==> config.mk <==
export PLATFORM = sky130hd
export DESIGN_NAME = div_share_sequencer_flat
export DESIGN_NICKNAME = d
export VERILOG_FILES = /design/src/rtl/div_share_sequencer_if.sv /design/src/rtl/div_share_sequencer.sv /design/src/flat_wrapper.sv
export SDC_FILE = /design/constraint.sdc
export NUM_CORES = 1
export LEC_CHECK = 0
export CAP_MARGIN = 20
export CORE_ASPECT_RATIO = 0.6
export CORE_MARGIN = 8
export CORE_UTILIZATION = 48
export CTS_CLUSTER_DIAMETER = 30
export CTS_CLUSTER_SIZE = 20
export DETAILED_ROUTE_END_ITERATION = 10
export PLACE_DENSITY = 0.88
export SYNTH_ARGS = -nofsm -noshare
export SYNTH_HDL_FRONTEND = slang
export SYNTH_SLANG_ARGS = --single-unit
==> constraint.sdc <==
create_clock -name clk -period 4.6 [get_ports clk]
set_clock_uncertainty 0.1 [all_clocks]
set_input_delay 0.92 -clock clk [delete_from_list [all_inputs] [get_ports clk]]
set_output_delay 0.92 -clock clk [all_outputs]
set_load 0.005 [all_outputs]
==> src/rtl/div_share_sequencer_if.sv <==
// rtl/div_share_sequencer_if.sv - request/response bundle between ALU lanes and the shared divider
interface div_share_sequencer_if #(
   parameter int NUM_REQ    = 4,
   parameter int DATA_WIDTH = 32
);
   localparam int IDW = (NUM_REQ > 1) ? $clog2(NUM_REQ) : 1;

   logic [NUM_REQ-1:0]            req_valid;
   logic [NUM_REQ-1:0]            req_ready;
   logic [NUM_REQ*DATA_WIDTH-1:0] req_dividend;
   logic [NUM_REQ*DATA_WIDTH-1:0] req_divisor;
   logic                          flush;
   logic                          resp_valid;
   logic [IDW-1:0]                resp_id;
   logic [DATA_WIDTH-1:0]         resp_quotient;
   logic [DATA_WIDTH-1:0]         resp_remainder;
   logic                          busy;

   modport master (
      output req_valid, req_dividend, req_divisor, flush,
      input  req_ready, resp_valid, resp_id, resp_quotient, resp_remainder, busy
   );

   modport slave (
      input  req_valid, req_dividend, req_divisor, flush,
      output req_ready, resp_valid, resp_id, resp_quotient, resp_remainder, busy
   );
endinterface

==> src/rtl/div_share_sequencer.sv <==
// rtl/div_share_sequencer.sv - round-robin shared radix-2 restoring divider
// One operation in flight; result tagged with the winning lane index.
module div_share_sequencer #(
   parameter int NUM_REQ    = 4,
   parameter int DATA_WIDTH = 32
) (
   input  logic                  clk,
   input  logic                  rst_n,
   div_share_sequencer_if.slave  bus
);
   localparam int IDW  = (NUM_REQ > 1) ? $clog2(NUM_REQ) : 1;
   localparam int CNTW = $clog2(DATA_WIDTH + 1);
   localparam logic [CNTW-1:0]    LAST_ITER = CNTW'(DATA_WIDTH - 1);
   localparam logic [NUM_REQ-1:0] ONE_HOT0  = NUM_REQ'(1);
   localparam logic [IDW-1:0]     LAST_ID   = IDW'(NUM_REQ - 1);

   typedef enum logic [1:0] {S_IDLE, S_CALC, S_DONE} state_t;

   state_t                r_state;
   state_t                w_next;
   logic [IDW-1:0]        r_rr_ptr;
   logic [IDW-1:0]        r_id;
   logic [DATA_WIDTH-1:0] r_dvd;
   logic [DATA_WIDTH-1:0] r_dvs;
   logic [DATA_WIDTH-1:0] r_rem;
   logic [CNTW-1:0]       r_cnt;
   logic [IDW-1:0]        r_resp_id;
   logic [DATA_WIDTH-1:0] r_resp_q;
   logic [DATA_WIDTH-1:0] r_resp_r;

   logic                  w_grant_valid;
   logic [IDW-1:0]        w_grant_id;
   logic [IDW-1:0]        w_sel;
   logic [DATA_WIDTH-1:0] w_op_dvd;
   logic [DATA_WIDTH-1:0] w_op_dvs;
   logic                  w_accept;
   logic                  w_div_zero;
   logic [DATA_WIDTH:0]   w_rem_sh;
   logic [DATA_WIDTH:0]   w_diff;
   logic                  w_qbit;
   logic [DATA_WIDTH-1:0] w_rem_nx;

   // Walk offsets from the far end so the offset closest to rr_ptr is written last and wins.
   always_comb begin
      w_grant_valid = 1'b0;
      w_grant_id    = '0;
      w_sel         = '0;
      for (int k = NUM_REQ - 1; k >= 0; k--) begin
         w_sel = IDW'((int'(r_rr_ptr) + k) % NUM_REQ);
         if (bus.req_valid[w_sel]) begin
            w_grant_valid = 1'b1;
            w_grant_id    = w_sel;
         end
      end
   end

   always_comb begin
      w_op_dvd = '0;
      w_op_dvs = '0;
      for (int i = 0; i < NUM_REQ; i++) begin
         if (w_grant_id == IDW'(i)) begin
            w_op_dvd = bus.req_dividend[i*DATA_WIDTH +: DATA_WIDTH];
            w_op_dvs = bus.req_divisor[i*DATA_WIDTH +: DATA_WIDTH];
         end
      end
   end

   assign w_accept   = (r_state == S_IDLE) && !bus.flush && w_grant_valid;
   assign w_div_zero = (w_op_dvs == '0);

   // Remainder stays below the divisor, so the extra top bit only carries the borrow.
   assign w_rem_sh = {r_rem, r_dvd[DATA_WIDTH-1]};
   assign w_diff   = w_rem_sh - {1'b0, r_dvs};
   assign w_qbit   = ~w_diff[DATA_WIDTH];
   assign w_rem_nx = w_qbit ? w_diff[DATA_WIDTH-1:0] : w_rem_sh[DATA_WIDTH-1:0];

   always_ff @(posedge clk or negedge rst_n) begin
      if (!rst_n) r_state <= S_IDLE;
      else        r_state <= w_next;
   end

   always_comb begin
      w_next = r_state;
      case (r_state)
         S_IDLE: if (w_accept) w_next = w_div_zero ? S_DONE : S_CALC;
         S_CALC: begin
            if (bus.flush)               w_next = S_IDLE;
            else if (r_cnt == LAST_ITER) w_next = S_DONE;
         end
         S_DONE:  w_next = S_IDLE;
         default: w_next = S_IDLE;
      endcase
   end

   always_ff @(posedge clk or negedge rst_n) begin
      if (!rst_n) begin
         r_rr_ptr  <= '0;
         r_id      <= '0;
         r_dvd     <= '0;
         r_dvs     <= '0;
         r_rem     <= '0;
         r_cnt     <= '0;
         r_resp_id <= '0;
         r_resp_q  <= '0;
         r_resp_r  <= '0;
      end else if (w_accept) begin
         r_rr_ptr <= (w_grant_id == LAST_ID) ? '0 : w_grant_id + 1'b1;
         r_id     <= w_grant_id;
         r_dvd    <= w_op_dvd;
         r_dvs    <= w_op_dvs;
         r_rem    <= '0;
         r_cnt    <= '0;
         if (w_div_zero) begin
            r_resp_id <= w_grant_id;
            r_resp_q  <= '1;
            r_resp_r  <= w_op_dvd;
         end
      end else if (r_state == S_CALC && !bus.flush) begin
         // Dividend register doubles as the quotient shift register.
         r_rem <= w_rem_nx;
         r_dvd <= {r_dvd[DATA_WIDTH-2:0], w_qbit};
         r_cnt <= r_cnt + 1'b1;
         if (r_cnt == LAST_ITER) begin
            r_resp_id <= r_id;
            r_resp_q  <= {r_dvd[DATA_WIDTH-2:0], w_qbit};
            r_resp_r  <= w_rem_nx;
         end
      end
   end

   assign bus.req_ready      = (rst_n && w_accept) ? (ONE_HOT0 << w_grant_id) : '0;
   assign bus.resp_valid     = (r_state == S_DONE) && !bus.flush;
   assign bus.resp_id        = r_resp_id;
   assign bus.resp_quotient  = r_resp_q;
   assign bus.resp_remainder = r_resp_r;
   assign bus.busy           = (r_state != S_IDLE);
endmodule

==> src/flat_wrapper.sv <==
// flat-port wrapper written by rule: the top's interface ports become plain ports
module div_share_sequencer_flat 
#(
   parameter int NUM_REQ    = 4,
   parameter int DATA_WIDTH = 32
)
  (clk, rst_n, bus_req_valid, bus_req_dividend, bus_req_divisor, bus_flush, bus_req_ready, bus_resp_valid, bus_resp_id, bus_resp_quotient, bus_resp_remainder, bus_busy);
  div_share_sequencer_if #(.NUM_REQ(NUM_REQ), .DATA_WIDTH(DATA_WIDTH)) bus_i ();
  input  logic clk;
  input  logic rst_n;
  input wire logic [$bits(bus_i.req_valid)-1:0] bus_req_valid;
  input wire logic [$bits(bus_i.req_dividend)-1:0] bus_req_dividend;
  input wire logic [$bits(bus_i.req_divisor)-1:0] bus_req_divisor;
  input wire logic [$bits(bus_i.flush)-1:0] bus_flush;
  output wire logic [$bits(bus_i.req_ready)-1:0] bus_req_ready;
  output wire logic [$bits(bus_i.resp_valid)-1:0] bus_resp_valid;
  output wire logic [$bits(bus_i.resp_id)-1:0] bus_resp_id;
  output wire logic [$bits(bus_i.resp_quotient)-1:0] bus_resp_quotient;
  output wire logic [$bits(bus_i.resp_remainder)-1:0] bus_resp_remainder;
  output wire logic [$bits(bus_i.busy)-1:0] bus_busy;
  assign bus_i.req_valid = bus_req_valid;
  assign bus_i.req_dividend = bus_req_dividend;
  assign bus_i.req_divisor = bus_req_divisor;
  assign bus_i.flush = bus_flush;
  assign bus_req_ready = bus_i.req_ready;
  assign bus_resp_valid = bus_i.resp_valid;
  assign bus_resp_id = bus_i.resp_id;
  assign bus_resp_quotient = bus_i.resp_quotient;
  assign bus_resp_remainder = bus_i.resp_remainder;
  assign bus_busy = bus_i.busy;
  div_share_sequencer #(.NUM_REQ(NUM_REQ), .DATA_WIDTH(DATA_WIDTH)) u_core (.clk(clk), .rst_n(rst_n), .bus(bus_i));
endmodule
==> run metrics <==
Worst-path clk slew=0.06 ns; FF+latch count, synth=174; Cell Int Power=5.40 mW; Post-Syn Area per Cell=8.20 um^2; synth top area cells=dfrtp_1, nand2_1, o21ai_0, ha_1, nor2_1; worst skew pair latency=0.43 ns; clk buf depth=2; Vias=11,869; share of the synthesized area in the top cell type=39.2%; Hold Fails Final Rpt=0; CP Max Fanout=14; Reg2Reg Setup Slack=0.59 ns; most common cell in the netlist=nand2_1; post-synthesis compound-gate area fraction=25.6%; Critical Path End Type=flip-flop; Critical R2R Launch=u_core.r_dvd[31]$_DFFE_PN0P_; Max Cap Viol=0; largest net degree at the start of global routing=131; status=finished clean; # rows=43; Layout fillers=1,818; part of the power in registers=22.6%; Post-Route Hold Slack=0.322 ns; Fmax achieved=0.227 GHz; Sequential Area=4350 um^2; fraction of the mapped netlist area in simple logic gates=17.3%; Post-DRT Antenna Nets=0; DRC=0; clock network fraction of design power=14.8%; Buf+Inv Stages, Crit Path=8; Critical Path RT=4.83 ns; Startpoint Class=input port; PortBufs=334; setup total negative slack=0 ns; CTS tree=yes; sequential share of the synthesized area=39.2%; # diodes=0; Worst path top cell family by delay=buffers and inverters; Mapped Nets=1,655; largest family of logic cells by synthesized area=compound AO/OA/AOI/OAI gates; Net Sw Frac=44.9%; Die Span X=212 um; Synth Flop Type=dfrtp_1; synth unique cells=63; Tmin final=4.40 ns; Power Dens Cells=616 nW/um^2; overall routing resource usage=27.9%; CTS H-Tree Depth=4; EDFF count, synth=0; dominant cell type by area after synthesis=dfrtp_1; Overflow after GRT=0; post-DR vias/cell=5.85; Mapped Cells=1,354; sw power=4.40 mW; number of DRC markers in iteration 0=1,103; post-DP HPWL=31,100 um; antenna violations before repair=0; layout cells sized above 1=10.2%; Core Area=22,900 um^2; adder-cell area share of the yosys netlist=4.35%; area delta synth->final=43.5%; io pins=335; CP max-delay cell=clkdlybuf4s50_1; area of the multi-input gates=6230 um^2; Num Clock Sinks=174; multiplexer share of the synthesized area=5.49%; Hold Crit Class=in2async; RSZ-0062 raised after global routing=false; Crit path depth=20; Clock Tree Root=clkbuf_16; final setup fails=0; GPL Wtd Cong=0.952; most used cell, CP=buf_4; static leakage=7.04 nW; Die H=134 um; Synth Area in XOR/XNOR=2.37%; global-route wire length before repair=63,500 um; crit path cell chain=clkdlybuf4s50_1 > a21oi_1 > a211oi_2 > buf_4 > inv_1 > buf_4 > ha_1 > nor2b_4 > buf_4 > a221oi_1 > nor2_1 > nor4_2 > nand4_1 > nor4_2 > buf_4 > a21oi_4 > clkinv_4 > buf_4 > nor2_1 > a221oi_1; Worst R2R Path Depth=14; top cells by count, synth=nand2_1, dfrtp_1, o21ai_0; final WL=40,700 um; combinational power share=62.5%; CP Data Arrival Time=4.63 ns; Syn Std Cell Area=11,100 um^2; slew margin rel.=49.8%; FFs w/ async S/R, synth=100%; CP peak stage delay=0.48 ns; warnings from Yosys=0; Critical Setup Path Class=in2reg; Initial Util=48.4%; detailed-router iteration count before antenna repair=7; total CTS buffers=17; die area=28,400 um^2; vias in the first global route=11,776; Slew @ Worst Pin=0.753 ns; Final Max Slew Viols=0; worst reg2reg path endpoint=u_core.bus.resp_remainder[4]$_DFFE_PN0P_; DR WL/cell=20.1 um; Nets=2,003; maximum vdd ir drop=450 uV; Post-CTS Hold Buffers=0; Tcrit/Tclk final=95.8%
-- per-layer routing --
metal  track usage [%]  up-vias  share of wire [%]  routed length [um]
met5                 0        -                  0                   0
met4              8.25        0                2.5                1020
met3              6.45       77                7.9                3230
met2              45.0      555                 47               19200
met1              37.0     5695                 42               17200
li1                  -     5542                  -                   -
-- cells by family after synthesis --
| kind of cell | count (synthesis) |
|---|---|
| flops | 174 |
| simple gates | 447 |
| compound gates | 457 |
| xor+xnor | 30 |
| buf+inv | 150 |
| fa+ha+maj | 38 |
| mux | 58 |
-- state kept, by name, summed over array words and instances, names as in the netlist --
name                       flops
u_core.bus.resp_quotient      32
u_core.bus.resp_remainder     32
u_core.r_dvd                  32
u_core.r_dvs                  32
u_core.r_rem                  32
u_core.r_cnt                   6
u_core.bus.resp_id             2
u_core.r_id                    2
u_core.r_rr_ptr                2
u_core.r_state                 2
-- cells in the final DEF, fill, tap and decap left out, types with 5 or more instances in the layout --
master and n:
nand2_1 240, dfrtp_1 174, buf_4 86, and3_1 13, ha_1 34, mux2_2 16
nor2_1 114, a31oi_1 36, or3_1 6, a221oi_1 20, a21oi_1 82, nor3_1 10
mux2_1 7, o31ai_1 5, o21a_1 8, buf_12 7, a21o_1 17, mux2i_1 35
xor2_1 13, clkbuf_16 17, o22ai_1 27, o21ai_1 6, xnor2_1 17, inv_1 48
o211ai_1 10, nor2b_1 7, and2_1 6, a211oi_1 20, a22oi_1 37, a221oi_2 8
clkdlybuf4s50_1 330, nand4_1 12, o21ai_0 154, nand3_1 9
-- worst max-delay path by stage --
stage / from / to / slack (ns)
global placement: bus_req_valid[0] / u_core.bus.resp_remainder[17]$_DFFE_PN0P_ / -0.35
detailed placement: bus_req_valid[0] / u_core.bus.resp_remainder[26]$_DFFE_PN0P_ / -0.52
global route: bus_req_valid[3] / u_core.bus.resp_quotient[10]$_DFFE_PN0P_ / 0.04
finish: bus_req_valid[3] / u_core.bus.resp_remainder[27]$_DFFE_PN0P_ / 0.20
floorplan: bus_req_valid[0] / u_core.bus.resp_remainder[31]$_DFFE_PN0P_ / 0.33
CTS: bus_req_valid[0] / u_core.bus.resp_remainder[17]$_DFFE_PN0P_ / 0.04
-- power by group through the flow --
| stage | Combinational [mW] | Sequential (mW) | Clock (mW) |
|---|---|---|---|
| 2_1_floorplan | 3.97 | 2.13 | 0 |
| 3_3_place_gp | 5.68 | 2.22 | 0 |
| 3_5_place_dp | 5.84 | 2.23 | 0 |
| 4_1_cts | 5.95 | 2.21 | 1.45 |
| 5_1_grt | 6.67 | 2.26 | 1.52 |
| 6_report | 6.13 | 2.22 | 1.46 |
-- worst register-to-register path, delay by kind of cell, from the launching register on --
kind                     cells  cell delay, ns
AND/OR/NAND/NOR              1            0.41
AO/OA/AOI/OAI                7            1.62
adder cells (fa/ha/maj)      2            0.68
multiplexers                 1            0.34
flip-flops                   1            0.39
buffers and inverters        3            0.38
-- what timing repair did --
action                     4_1_cts  5_1_grt
resized for setup                3       10
setup endpoints to repair       36       66
gates cloned                     2        1
pin swaps                        0        2
buffers inserted                 0        1
-- final cells by class --
class | instances | area share, %
Sequential cell | 174 | 27.3
Clock buffer | 21 | 2.96
Inverter | 49 | 1.19
Multi-Input combinational cell | 1032 | 39.1
Tap cell | 315 | 2.48
Timing Repair Buffer | 428 | 26.2
Clock inverter | 10 | 0.715
-- metrics by stage --
stage	setup WS, ns	std cells	instance area (um^2)	power [mW]	utilization, %
2_1_floorplan	0.333	1354	11100	6.10	-
3_3_place_gp	-0.351	1994	15200	7.90	66.4
3_5_place_dp	-0.522	1994	15200	8.07	66.4
4_1_cts	0.0406	2027	15900	9.61	69.2
5_1_grt	0.0412	2029	15900	10.5	69.5
6_report	0.195	2029	15900	9.81	69.5
(Power assumes the default switching activity.)
